$ cat config.mk
export PLATFORM = sky130hd
export DESIGN_NAME = door_motor_ctrl
export DESIGN_NICKNAME = d
export VERILOG_FILES = /design/src/rtl/door_pkg.sv /design/src/rtl/door_step_tick.sv /design/src/rtl/door_motor_ctrl.sv
export SDC_FILE = /design/constraint.sdc
export NUM_CORES = 1
export LEC_CHECK = 0
export ABC_AREA = 0
export CORE_MARGIN = 2
export CORE_UTILIZATION = 50
export CTS_CLUSTER_DIAMETER = 50
export DETAILED_ROUTE_END_ITERATION = 7
export PLACE_DENSITY = 0.75
export SLEW_MARGIN = 40
export SYNTH_ARGS = -nofsm -noshare
export SYNTH_HDL_FRONTEND = slang
export SYNTH_HIERARCHICAL = 1
export SYNTH_SLANG_ARGS = --single-unit
$ cat constraint.sdc
create_clock -name clk -period 2.7 [get_ports clk]
set_input_delay 0.405 -clock clk [delete_from_list [all_inputs] [get_ports clk]]
set_output_delay 0.405 -clock clk [all_outputs]
set_load 0.005 [all_outputs]
$ cat src/rtl/door_pkg.sv
// -----------------------------------------------------------------------------
// door_pkg
// Shared types and helpers for the shop-door motor controller.
//   door_state_e : FSM state encoding
//   pos_width()  : bits needed to hold a value in 0..n
//   cnt_width()  : bits needed to hold a value in 0..n-1 (minimum 1)
// -----------------------------------------------------------------------------
package door_pkg;

   typedef enum logic [2:0] {
      DOOR_CLOSED,
      DOOR_OPENING,
      DOOR_OPEN,
      DOOR_CLOSING,
      DOOR_FAULT
   } door_state_e;

   function automatic int unsigned pos_width(input int unsigned n);
      return (n < 1) ? 1 : $clog2(n + 1);
   endfunction

   function automatic int unsigned cnt_width(input int unsigned n);
      return (n <= 1) ? 1 : $clog2(n);
   endfunction

endpackage

$ cat src/rtl/door_step_tick.sv
// -----------------------------------------------------------------------------
// door_step_tick
// Position-step prescaler. Counts 0..STEP_DIV-1 while enabled and flags the
// wrap cycle with a one-cycle tick.
// Ports:
//   i_clk   : clock
//   i_rst   : synchronous active-high reset
//   i_clr   : clear counter (driven on every FSM state change)
//   i_en    : count enable (motor running)
//   o_tick  : high in the cycle the counter wraps
// -----------------------------------------------------------------------------
module door_step_tick
   import door_pkg::*;
#(
   parameter int unsigned STEP_DIV = 4
) (
   input  logic i_clk,
   input  logic i_rst,
   input  logic i_clr,
   input  logic i_en,
   output logic o_tick
);

   localparam int unsigned CW = cnt_width(STEP_DIV);
   localparam logic [CW-1:0] CNT_LAST = CW'(STEP_DIV - 1);

   logic [CW-1:0] r_cnt;

   always_ff @(posedge i_clk) begin
      if (i_rst || i_clr) begin
         r_cnt <= '0;
      end else if (i_en) begin
         r_cnt <= (r_cnt == CNT_LAST) ? '0 : r_cnt + 1'b1;
      end
   end

   assign o_tick = i_en && (r_cnt == CNT_LAST);

endmodule

$ cat src/rtl/door_motor_ctrl.sv
// -----------------------------------------------------------------------------
// door_motor_ctrl
// Shop-door actuator stage: turns level open/close commands into motor drive,
// tracks door position in steps, reports limits and latches motor faults.
// Optional build macro: DOOR_OBSTRUCT_REOPEN_EN -- obstruction reopens a
// closing door and blocks OPEN -> CLOSING. Undefined: obstruct is ignored.
// Ports:
//   clk        : clock
//   rst        : synchronous active-high reset
//   openCmd    : level open request (wins over closeCmd)
//   closeCmd   : level close request
//   obstruct   : PIR presence in doorway
//   motorStall : motor energised but not moving; freezes position
//   motorUp    : drive motor in open direction (registered)
//   motorDown  : drive motor in close direction (registered)
//   doorMin    : position == 0 (registered)
//   doorMax    : position == TRAVEL (registered)
//   position   : current step count (registered)
//   fault      : latched in FAULT (registered)
// -----------------------------------------------------------------------------
module door_motor_ctrl
   import door_pkg::*;
#(
   parameter int unsigned TRAVEL   = 8,
   parameter int unsigned STEP_DIV = 4,
   parameter int unsigned TIMEOUT  = 64
) (
   input  logic                          clk,
   input  logic                          rst,
   input  logic                          openCmd,
   input  logic                          closeCmd,
   input  logic                          obstruct,
   input  logic                          motorStall,
   output logic                          motorUp,
   output logic                          motorDown,
   output logic                          doorMin,
   output logic                          doorMax,
   output logic [pos_width(TRAVEL)-1:0]  position,
   output logic                          fault
);

   localparam int unsigned PW = pos_width(TRAVEL);
   localparam int unsigned TW = pos_width(TIMEOUT);
   localparam logic [PW-1:0] POS_MAX = PW'(TRAVEL);
   localparam logic [TW-1:0] TO_LAST = TW'(TIMEOUT - 1);

   door_state_e   r_state;
   door_state_e   w_state_d;
   logic [PW-1:0] r_pos;
   logic [PW-1:0] w_pos_d;
   logic [TW-1:0] r_tcnt;
   logic          w_tick;
   logic          w_step;
   logic          w_moving;
   logic          w_chg;
   logic          w_obs;

`ifdef DOOR_OBSTRUCT_REOPEN_EN
   assign w_obs = obstruct;
`else
   logic w_unused_obstruct;
   assign w_unused_obstruct = obstruct;
   assign w_obs = 1'b0;
`endif

   assign w_moving = (r_state == DOOR_OPENING) || (r_state == DOOR_CLOSING);
   assign w_chg    = (w_state_d != r_state);
   assign w_step   = w_tick && !motorStall;

   door_step_tick #(
      .STEP_DIV (STEP_DIV)
   ) u_step_tick (
      .i_clk  (clk),
      .i_rst  (rst),
      .i_clr  (w_chg),
      .i_en   (w_moving),
      .o_tick (w_tick)
   );

   // Next state / next position. A reversal takes priority over a step in
   // the same cycle, and a limit arrival takes priority over the timeout.
   always_comb begin
      w_state_d = r_state;
      w_pos_d   = r_pos;
      case (r_state)
         DOOR_CLOSED: begin
            if (openCmd) w_state_d = DOOR_OPENING;
         end
         DOOR_OPEN: begin
            if (closeCmd && !openCmd && !w_obs) w_state_d = DOOR_CLOSING;
         end
         DOOR_OPENING: begin
            if (closeCmd && !openCmd) begin
               w_state_d = DOOR_CLOSING;
            end else begin
               if (w_step && (r_pos != POS_MAX)) w_pos_d = r_pos + 1'b1;
               if (w_step && (w_pos_d == POS_MAX)) begin
                  w_state_d = DOOR_OPEN;
               end else if (r_tcnt == TO_LAST) begin
                  w_state_d = DOOR_FAULT;
               end
            end
         end
         DOOR_CLOSING: begin
            if (openCmd || w_obs) begin
               w_state_d = DOOR_OPENING;
            end else begin
               if (w_step && (r_pos != '0)) w_pos_d = r_pos - 1'b1;
               if (w_step && (w_pos_d == '0)) begin
                  w_state_d = DOOR_CLOSED;
               end else if (r_tcnt == TO_LAST) begin
                  w_state_d = DOOR_FAULT;
               end
            end
         end
         default: begin
            // FAULT: sticky until reset, position held.
            w_state_d = DOOR_FAULT;
         end
      endcase
   end

   // State, position, timeout counter and registered outputs.
   always_ff @(posedge clk) begin
      if (rst) begin
         r_state   <= DOOR_CLOSED;
         r_pos     <= '0;
         r_tcnt    <= '0;
         motorUp   <= 1'b0;
         motorDown <= 1'b0;
         doorMin   <= 1'b1;
         doorMax   <= 1'b0;
         fault     <= 1'b0;
      end else begin
         r_state   <= w_state_d;
         r_pos     <= w_pos_d;
         r_tcnt    <= (w_chg || !w_moving) ? '0 : r_tcnt + 1'b1;
         motorUp   <= (w_state_d == DOOR_OPENING);
         motorDown <= (w_state_d == DOOR_CLOSING);
         doorMin   <= (w_pos_d == '0);
         doorMax   <= (w_pos_d == POS_MAX);
         fault     <= (w_state_d == DOOR_FAULT);
      end
   end

   assign position = r_pos;

endmodule

Yosys cells after proc, flatten, opt, wreduce, memory -nomap -nowiden
Cells that the tools add are included.
{"block": "totals", "register_bits": 21, "in_bits": 6}
{"block": "classes", "add_sub_neg": 4, "n_eq_ne": 12, "muxes": 18, "reduce_logical": 18}
{"cell": "$mux 4", "n": 8}
{"cell": "$mux 3", "n": 7}
{"cell": "$pmux 3 s4", "n": 1}
{"cell": "$eq 3x2->1 const B", "n": 3}
{"cell": "$eq 4x4->1 const B", "n": 2}
{"cell": "$logic_not 4->1", "n": 2}
{"cell": "$pmux 4 s2", "n": 1}
{"cell": "$add 7x1->7 const B", "n": 1}
{"cell": "$eq 7x6->1 const B", "n": 1}
{"cell": "$logic_and 1x1->1", "n": 7}
{"cell": "$eq 3x1->1 const B", "n": 2}
{"cell": "$add 4x1->4 const B", "n": 1}
{"cell": "$ne 4x4->1 const B", "n": 1}
{"cell": "$reduce_bool 4->1", "n": 1}
{"cell": "$sub 4x1->4 const B", "n": 1}
{"cell": "$eq 3x3->1 const B", "n": 1}
{"cell": "$logic_not 1->1", "n": 3}
{"cell": "$logic_not 3->1", "n": 1}
{"cell": "$logic_or 1x1->1", "n": 3}
{"cell": "$ne 3x3->1", "n": 1}
{"cell": "$add 2x1->2 const B", "n": 1}
{"cell": "$eq 2x2->1 const B", "n": 1}
{"cell": "$mux 2", "n": 1}
{"cell": "$reduce_or 2->1", "n": 1}

Longest topological paths before layout
Gate-level depths: netlist (run 1).
{"block": "logic_depth", "word_depth": 16, "depth_mapped": 11}

Cells and area by module
Netlist (run 1), hierarchy kept.
{"module": "door_motor_ctrl", "instances": 1, "cells_each": 150, "area_per_inst_um2": 1283.7, "seq_area_each_um2": 380.4}
{"module": "door_step_tick", "instances": 1, "cells_each": 9, "area_per_inst_um2": 101.3, "seq_area_each_um2": 40.0}

Least setup slack after synthesis (run 1)
OpenSTA, ideal clock, no wires.
{"block": "synth_path", "path_type": "reg2reg", "from": "reg r_state[0]", "to": "reg u_step_tick.r_cnt[0]", "setup_time_ps": 79, "t_arrival_ps": 2541, "setup_slack_ps": 79, "stages_incl_launch_ff": 11, "n_path_buf": 1, "cell_sequence": "dfxtp_1 > nor2b_1 > and2_1 > nor2b_1 > clkbuf_1 > nand4_1 > nand3_1 > mux2i_1 > nand4_2 > a211o_1 > a211oi_2"}
{"block": "synth_via", "elab_chain_cells": 15, "elab_cells_between_ends": 29}
{"item": "start, declared", "line": "door_motor_ctrl.sv:47", "text": "door_state_e r_state;"}
{"item": "start signal, assigned", "line": "door_motor_ctrl.sv:135", "text": "r_state <= w_state_d;"}
{"item": "$eq 3x1->1 / $eq 3x2->1 (equally long branches)", "line": "door_motor_ctrl.sv:66", "text": "assign w_moving = (r_state == DOOR_OPENING) || (r_state == DOOR_CLOSING);"}
{"item": "$logic_or 1x1->1 *", "line": "door_motor_ctrl.sv:66"}
{"item": "via w_moving", "line": "door_motor_ctrl.sv:54", "text": "logic w_moving;"}
{"item": "$logic_and 1x1->1 *", "line": "door_step_tick.sv:37", "text": "assign o_tick = i_en && (r_cnt == CNT_LAST);"}
{"item": "via w_tick", "line": "door_motor_ctrl.sv:52", "text": "logic w_tick;"}
{"item": "$logic_and 1x1->1 *", "line": "door_motor_ctrl.sv:68", "text": "assign w_step = w_tick && !motorStall;"}
{"item": "$logic_and 1x1->1 (on tied branches)", "line": "door_motor_ctrl.sv:96, door_motor_ctrl.sv:108"}
{"item": "$mux 4 (on tied branches)", "line": "door_motor_ctrl.sv:96, door_motor_ctrl.sv:108"}
{"item": "[... 2 more ...]"}
{"item": "$eq 4x4->1 / $logic_not 4->1 (equally long branches)", "line": "door_motor_ctrl.sv:97, door_motor_ctrl.sv:109"}
{"item": "$logic_and 1x1->1 (on tied branches)", "line": "door_motor_ctrl.sv:97, door_motor_ctrl.sv:109"}
{"item": "$mux 3 (on tied branches)", "line": "door_motor_ctrl.sv:97, door_motor_ctrl.sv:109"}
{"item": "$mux 3 (on tied branches)", "line": "door_motor_ctrl.sv:93, door_motor_ctrl.sv:105"}
{"item": "$pmux 3 s4 *", "line": "door_motor_ctrl.sv:85", "text": "case (r_state)"}
{"item": "$ne 3x3->1 *", "line": "door_motor_ctrl.sv:67", "text": "assign w_chg = (w_state_d != r_state);"}
{"item": "via w_chg", "line": "door_motor_ctrl.sv:55", "text": "logic w_chg;"}
{"item": "$logic_or 1x1->1 *", "line": "door_step_tick.sv:30", "text": "if (i_rst || i_clr) begin"}
{"item": "end signal, assigned", "line": "door_step_tick.sv:33", "text": "r_cnt <= (r_cnt == CNT_LAST) ? '0 : r_cnt + 1'b1;"}
{"item": "end, declared", "line": "door_step_tick.sv:27", "text": "logic [CW-1:0] r_cnt;"}
The timed path passes the listed nets; every way through them passes the cells marked *. The select of a mux whose other input is x is not followed.
A chain may end at the register's enable or synchronous reset.

Worst setup path in the final report (run 1)
{"block": "layout_path", "from": "reg r_state[0]", "to": "reg r_tcnt[6]"}
{"block": "layout_via", "elab_chain_cells": 16, "elab_cells_between_ends": 31}
{"item": "$eq 3x1->1 / $eq 3x2->1 (equally long branches)", "line": "door_motor_ctrl.sv:66"}
{"item": "$logic_or 1x1->1 *", "line": "door_motor_ctrl.sv:66"}
{"item": "via w_moving", "line": "door_motor_ctrl.sv:54"}
{"item": "$logic_and 1x1->1 *", "line": "door_step_tick.sv:37"}
{"item": "via w_tick", "line": "door_motor_ctrl.sv:52"}
{"item": "$logic_and 1x1->1 *", "line": "door_motor_ctrl.sv:68"}
{"item": "$logic_and 1x1->1 (on tied branches)", "line": "door_motor_ctrl.sv:96, door_motor_ctrl.sv:108"}
{"item": "$mux 4 (on tied branches)", "line": "door_motor_ctrl.sv:96, door_motor_ctrl.sv:108"}
{"item": "[... 2 more ...]"}
{"item": "$eq 4x4->1 / $logic_not 4->1 (equally long branches)", "line": "door_motor_ctrl.sv:97, door_motor_ctrl.sv:109"}
{"item": "$logic_and 1x1->1 (on tied branches)", "line": "door_motor_ctrl.sv:97, door_motor_ctrl.sv:109"}
{"item": "$mux 3 (on tied branches)", "line": "door_motor_ctrl.sv:97, door_motor_ctrl.sv:109"}
{"item": "$mux 3 (on tied branches)", "line": "door_motor_ctrl.sv:93, door_motor_ctrl.sv:105"}
{"item": "$pmux 3 s4 *", "line": "door_motor_ctrl.sv:85"}
{"item": "$ne 3x3->1 *", "line": "door_motor_ctrl.sv:67"}
{"item": "$logic_or 1x1->1 *", "line": "door_motor_ctrl.sv:137", "text": "r_tcnt <= (w_chg || !w_moving) ? '0 : r_tcnt + 1'b1;"}
{"item": "$reduce_or 2->1 (no line) *"}
{"item": "end signal, assigned", "line": "door_motor_ctrl.sv:137"}
{"item": "end, declared", "line": "door_motor_ctrl.sv:51", "text": "logic [TW-1:0] r_tcnt;"}
Marks and branches as above.

==> results.py, run 1 <==
metrics = {
    "synthesis": {
        "yosysMostFrequentCell": "dfxtp_1",
        "synthAdderAreaFrac_pct": 3.61,
        "synth_xor_area_share_pct": 3.79,
        "ys_ff_latch": 21,
        "syn_area_um2": 1390,
        "avgSynthCellArea_um2": 8.71,
        "synth-compound-area-share_pct": 20.8,
        "async_flop_share_pct": 0,
        "synth_common_cells": "dfxtp_1 (21), nor2_1 (13), nand2_1 (8)",
        "synth_fp_nets": 169,
        "synth_cells": 159,
        "yosysSeqAreaShare_pct": 30.4,
        "synth.distinct_cells": 54,
        "yosysTopAreaCell": "dfxtp_1",
        "synth_edf_count": 0,
        "synthMuxAreaShare_pct": 5.24,
        "yosys_warnings": 6,
        "yosys.area_share.simple_pct": 32.4,
        "synth_ff_type": "dfxtp_1",
        "synth_top_family_by_area": "simple AND/OR/NAND/NOR gates",
        "netlist_top_cells_area": "dfxtp_1 (30%), ha_1 (3.6%), mux2i_1 (3.6%)",
        "synth_top_area_share_pct": 30.4,
    },
    "drt": {
        "post_drt_wl_per_cell_um": 15.6,
        "firstDrtPassIters": 4,
        "via_per_inst": 6.40,
        "route.vias.total": 1363,
        "drc_errors": 0,
        "ant_nets": 0,
        "wl_um": 3320,
        "initialDrtViolationCount": 54,
    },
    "setup_path": {
        "critPathKind": "reg -> reg",
        "worstPathRequired_ps": 2910,
        "worstReg2RegStart": "r_state[0]",
        "path_max_fanout": 8,
        "ff2ff_setup_slack_ps": 260,
        "worst_r2r_endpoint": "r_tcnt[6]",
        "reg2reg_depth": 9,
        "critPathArrivalTime_ps": 2650,
        "cp-end-kind": "flop",
        "cp-start-kind": "flop",
    },
    "pwr": {
        "p_sw_share_pct": 27.4,
        "netSwitchingPower_uw": 156,
        "p_comb_share_pct": 15.0,
        "clkPwrFrac_pct": 28.5,
        "leakage_uw": 0.000611,
        "seqPwrFrac_pct": 56.6,
        "p_int_uw": 415,
        "ir_drop_v": 0.000282,
        "powerDensity_nw_per_um2": 347,
    },
    "worst_hold_path": {
        "min_to": "r_tcnt[0]",
        "hp-start": "r_tcnt[0]",
        "hold_depth": 1,
        "hp-class": "reg -> reg",
    },
    "clock_network": {
        "clk_latency_ps": 310,
        "htree_levels": 1,
        "post_cts_buffers": 0,
        "tritoncts": "yes",
        "ctsHoldBuffers": 0,
        "cts.sinks": 21,
        "clock_path_buffers": 2,
        "cts.repair.resized": 0,
        "cts_root_buf": "clkbuf_4",
        "numCtsBuffers": 3,
        "clkSlewWorstSetupHoldPaths_ps": 120,
    },
    "final_layout": {
        "final_nets": 193,
        "drive_gt1_share_pct": 15.9,
        "area_growth_syn_to_layout_pct": 18.7,
        "postLayoutCoreUtil_pct": 61.2,
        "diodes": 0,
        "fillers": 243,
    },
    "timing": {
        "fmax_ghz": 0.410,
        "finalSetupViolations": 0,
        "fin_tns_setup_ps": 0,
        "drv_slew": 0,
        "period_share_pct": 90.4,
        "skew_ps": 1.57,
        "maxSlewHeadroom_pct": 65.3,
        "tightestPinTransition_ps": 520,
        "rsz0062_at_grt": "no",
        "fin_crit_ps": 2440,
        "hold_viol": 0,
    },
    "grt": {
        "grt_pass1_wl_um": 5660,
        "grt_start_max_net_pins": 15,
        "grt_pass1_vias": 1280,
        "antenna_found_initial": 0,
        "grt_util_all_layers_pct": 22.5,
        "grt_overflow_total": 0,
    },
    "die": {
        "core-area_um2": 2690,
        "die_area_um2": 3210,
        "ios": 15,
        "die_h_um": 56.6,
        "rows": 19,
        "chipWidth_um": 56.6,
        "start_util_pct": 51.6,
    },
    "place": {
        "dp_hpwl_um": 2510,
        "port_buffers": 13,
        "place_congestion": 0.863,
    },
    "run": {
        "maxCapViolCount": 0,
    },
    "status": {
        "status": "finished, final reports clean",
    },
}
state kept, by name, indices dropped and copies added (netlist names):
| register | flops |
|---|---|
| doorMin | 1 |
| fault | 1 |
| r_tcnt | 7 |
| doorMax | 1 |
| position | 4 |
| u_step_tick/r_cnt | 2 |
| motorDown | 1 |
| motorUp | 1 |
| r_state | 3 |
area by class of cell:
cell class / count / area (um2) / share of cell area [%]
multi-input combinational: 127 / 912 / 55.5
sequential: 21 / 420 / 25.6
timing repair buffer: 26 / 228 / 13.9
tap: 31 / 38.8 / 2.36
clock buffer: 3 / 22.5 / 1.37
inverter: 4 / 15.0 / 0.913
clock inverter: 1 / 7.51 / 0.457
power groups by stage:
stage               Sequential (uW)  Clock (uW)  Combinational, uW
floorplan                       327           0               49.6
global placement                329           0               81.8
detailed placement              330           0               83.5
CTS                             323         168               84.6
global route                    324         180               92.1
finish                          323         163               85.4
layer usage:
layer	GRT usage, %	vias up	wire length (um)
li1	-	643	-
met1	29.5	666	1490
met2	35.4	46	1570
met3	3.46	8	181
met4	11.9	0	80
met5	0	-	0
layout by cell type (no fill, tap or decap), types with 4 or more instances in the layout:
master | synthesis | final
clkdlybuf4s50_1 | 0 | 13
o21ai_0 | 5 | 5
a21oi_1 | 5 | 5
nand3_1 | 7 | 7
nor3_1 | 5 | 5
inv_1 | 4 | 4
nor2b_1 | 6 | 6
xnor2_1 | 4 | 4
dfxtp_1 | 21 | 21
buf_4 | 0 | 13
nor4_1 | 6 | 6
nand2_1 | 8 | 8
mux2i_1 | 5 | 5
ha_1 | 4 | 4
nand2b_1 | 6 | 6
nor2_1 | 13 | 13
worst max-delay path by stage:
stage	cells after the start	to	from
3_5_place_dp	9	r_tcnt[6]	motorStall
2_1_floorplan	10	u_step_tick/r_cnt[0]	r_state[0]
5_1_grt	9	r_tcnt[6]	r_state[0]
4_1_cts	9	r_tcnt[6]	r_state[0]
3_3_place_gp	8	u_step_tick/r_cnt[0]	motorStall
6_report	9	r_tcnt[6]	r_state[0]
logic make-up after synthesis:
| logic type | after synthesis |
|---|---|
| compound gates | 35 |
| xor+xnor | 6 |
| fa+ha+maj | 4 |
| buf+inv | 11 |
| flops | 21 |
| mux | 7 |
| simple gates | 75 |
per-stage QoR:
stage               instance area [um2]  total power [uW]  hold slack (ps)  std cells  setup WS (ps)
floorplan                          1390               377              433        159           79.4
global placement                   1610               411              437        209            273
detailed placement                 1610               413              466        209            152
CTS                                1640               576              484        213            282
global route                       1640               596              515        213            109
finish                             1640               571              484        213            259
critical path: stages, from the launching register on:
cell and delay (ps):
dfxtp_1 460, nor2b_1 220, and2_1 160, nand2b_1 80
or3_1 400, nand3_1 140, mux2i_1 250, nand4_2 120
buf_4 170, a2111oi_1 320
No activity file was read; power rests on OpenSTA's default activity.
==> inputs of run 2 (changes only) <==
--- a/config.mk
+++ b/config.mk
@@ -12,2 +12,3 @@
 export DETAILED_ROUTE_END_ITERATION = 7
+export GPL_ROUTABILITY_DRIVEN = 0
 export PLACE_DENSITY = 0.75
--- a/constraint.sdc
+++ b/constraint.sdc
@@ -3,2 +3,2 @@
 set_output_delay 0.405 -clock clk [all_outputs]
-set_load 0.005 [all_outputs]
+set_load 0.1 [all_outputs]
==> results.py, run 2 (synthesis gave the netlist of run 1 again) <==
metrics = {
    "grt": {
        "grt_util_all_layers_pct": 21.3,
        "grt_start_max_net_pins": 16,
        "antenna_found_initial": 0,
        "grt_pass1_vias": 1216,
        "grt_overflow_total": 0,
        "grt_pass1_wl_um": 5440,
    },
    "final_layout": {
        "fillers": 239,
        "final_common_cell": "buf_4",
        "final_area_um2": 1610,
        "drive_gt1_share_pct": 22.3,
        "register_area_um2": 429,
        "diodes": 0,
        "area_growth_syn_to_layout_pct": 16.0,
        "multi_input_area_um2": 915,
        "largest_register_ffs": 7,
        "largest-register": "r_tcnt",
        "postLayoutCoreUtil_pct": 59.8,
        "final_cell_mix": "buf_4 (19), dfxtp_1 (16), nor2_1 (13)",
        "final_nets": 190,
    },
    "place": {
        "dp_hpwl_um": 2470,
        "port_buffers": 13,
        "place_area_um2": 1580,
    },
    "clock_network": {
        "cts_root_buf": "clkbuf_4",
        "tritoncts": "yes",
        "cts.sinks": 21,
        "numCtsBuffers": 3,
        "clock_path_buffers": 2,
        "clkSlewWorstSetupHoldPaths_ps": 110,
        "ctsHoldBuffers": 0,
        "clk_latency_ps": 300,
        "htree_levels": 1,
    },
    "setup_path": {
        "path_max_fanout": 8,
        "reg2reg_depth": 9,
        "worstReg2RegStart": "position[1]",
        "critPathArrivalTime_ps": 2660,
        "worstPathRequired_ps": 2880,
        "worst_r2r_endpoint": "r_tcnt[6]",
        "ff2ff_setup_slack_ps": 210,
        "cp-end-kind": "flop",
        "cp-start-kind": "flop",
        "critPathKind": "reg -> reg",
    },
    "drt": {
        "initialDrtViolationCount": 38,
        "via_per_inst": 6.12,
        "wl_um": 3210,
        "firstDrtPassIters": 5,
        "route.vias.total": 1286,
        "post_drt_wl_per_cell_um": 15.3,
        "drc_errors": 0,
        "ant_nets": 0,
    },
    "status": {
        "status": "finished, final reports clean",
    },
    "worst_hold_path": {
        "hp-class": "reg -> reg",
        "hold_depth": 1,
        "min_to": "r_tcnt[0]",
        "hp-start": "r_tcnt[0]",
    },
    "timing": {
        "finalSetupViolations": 0,
        "skew_ps": 2.79,
        "hold_viol": 0,
        "fin_crit_ps": 2490,
        "fin_tns_setup_ps": 0,
        "drv_slew": 0,
        "rsz0062_at_grt": "no",
        "maxSlewHeadroom_pct": 67.0,
        "period_share_pct": 92.0,
        "tightestPinTransition_ps": 488,
        "fmax_ghz": 0.402,
    },
    "pwr": {
        "power_uw": 568,
        "powerDensity_nw_per_um2": 354,
        "ir_drop_v": 0.000305,
        "leakage_uw": 0.000615,
    },
    "die": {
        "ios": 15,
        "rows": 19,
        "die_h_um": 56.6,
        "die_area_um2": 3210,
        "chipWidth_um": 56.6,
        "start_util_pct": 51.6,
        "core-area_um2": 2690,
    },
    "run": {
        "maxCapViolCount": 0,
    },
}
[run 2: metrics by stage]
| stage | hold slack [ps] | setup slack, ps | cells |
|---|---|---|---|
| 2_1_floorplan | 433 | 48.4 | 159 |
| 3_5_place_dp | 461 | 69.6 | 206 |
| 5_1_grt | 504 | 19.2 | 210 |
| 3_3_place_gp | 442 | 262 | 206 |
| 4_1_cts | 477 | 52.5 | 210 |
| 6_report | 484 | 215 | 210 |
[run 2: power breakdown]
part / leakage [uW] / internal (uW) / switching [uW]
sequential: 0.000173 / 315 / 6.83
combinational: 0.000428 / 39.0 / 60.2
clock: 0.0000150 / 57.6 / 89.4
total: 0.000615 / 412 / 156
[run 2: metal layers]
metal  share of wire [%]  vias up  track usage, %  wire, um
li1                    -      644               -         -
met1                  47      611            29.0      1510
met2                  48       27            34.4      1540
met3                 4.2        4            2.53       134
met4                0.84        0            8.16        27
met5                   0        -               0         0
[run 2: final cells by class]
class | instances | area share (%)
Inverter | 4 | 0.935
Clock buffer | 4 | 1.64
Multi-Input combinational cell | 127 | 56.9
Timing Repair Buffer | 23 | 11.4
Tap cell | 31 | 2.41
Sequential cell | 21 | 26.7
[run 2: worst max-delay path by stage]
stage / from / endpoint / slack (ps) / cells past startpoint
2_1_floorplan: position[1] / u_step_tick/r_cnt[0] / 50 / 9
3_3_place_gp: r_state[0] / u_step_tick/r_cnt[0] / 260 / 9
3_5_place_dp: r_state[0] / r_tcnt[6] / 70 / 9
4_1_cts: r_state[0] / r_tcnt[6] / 50 / 9
5_1_grt: r_state[0] / r_tcnt[6] / 20 / 9
6_report: position[1] / r_tcnt[6] / 210 / 9
[run 2: critical path, cell delays in order, from the launching register on]
cell       delay [ps]
dfxtp_2           430
inv_1              80
ha_1              400
nand2_1            60
or3_1             340
nand3_1           140
mux2i_1           240
nand4_2           130
buf_4             180
a2111oi_1         360
[run 2: timing repair]
item                       CTS  global route
resized for setup            0             2
setup endpoints to repair    0             7
setup buffers                0             0
==> inputs of run 3 (changes only) <==
TNS_END_PERCENT = 50   (was not set)
==> results of run 3 <==
No change in the layout: final DEF, timing and power equal those of run 2.
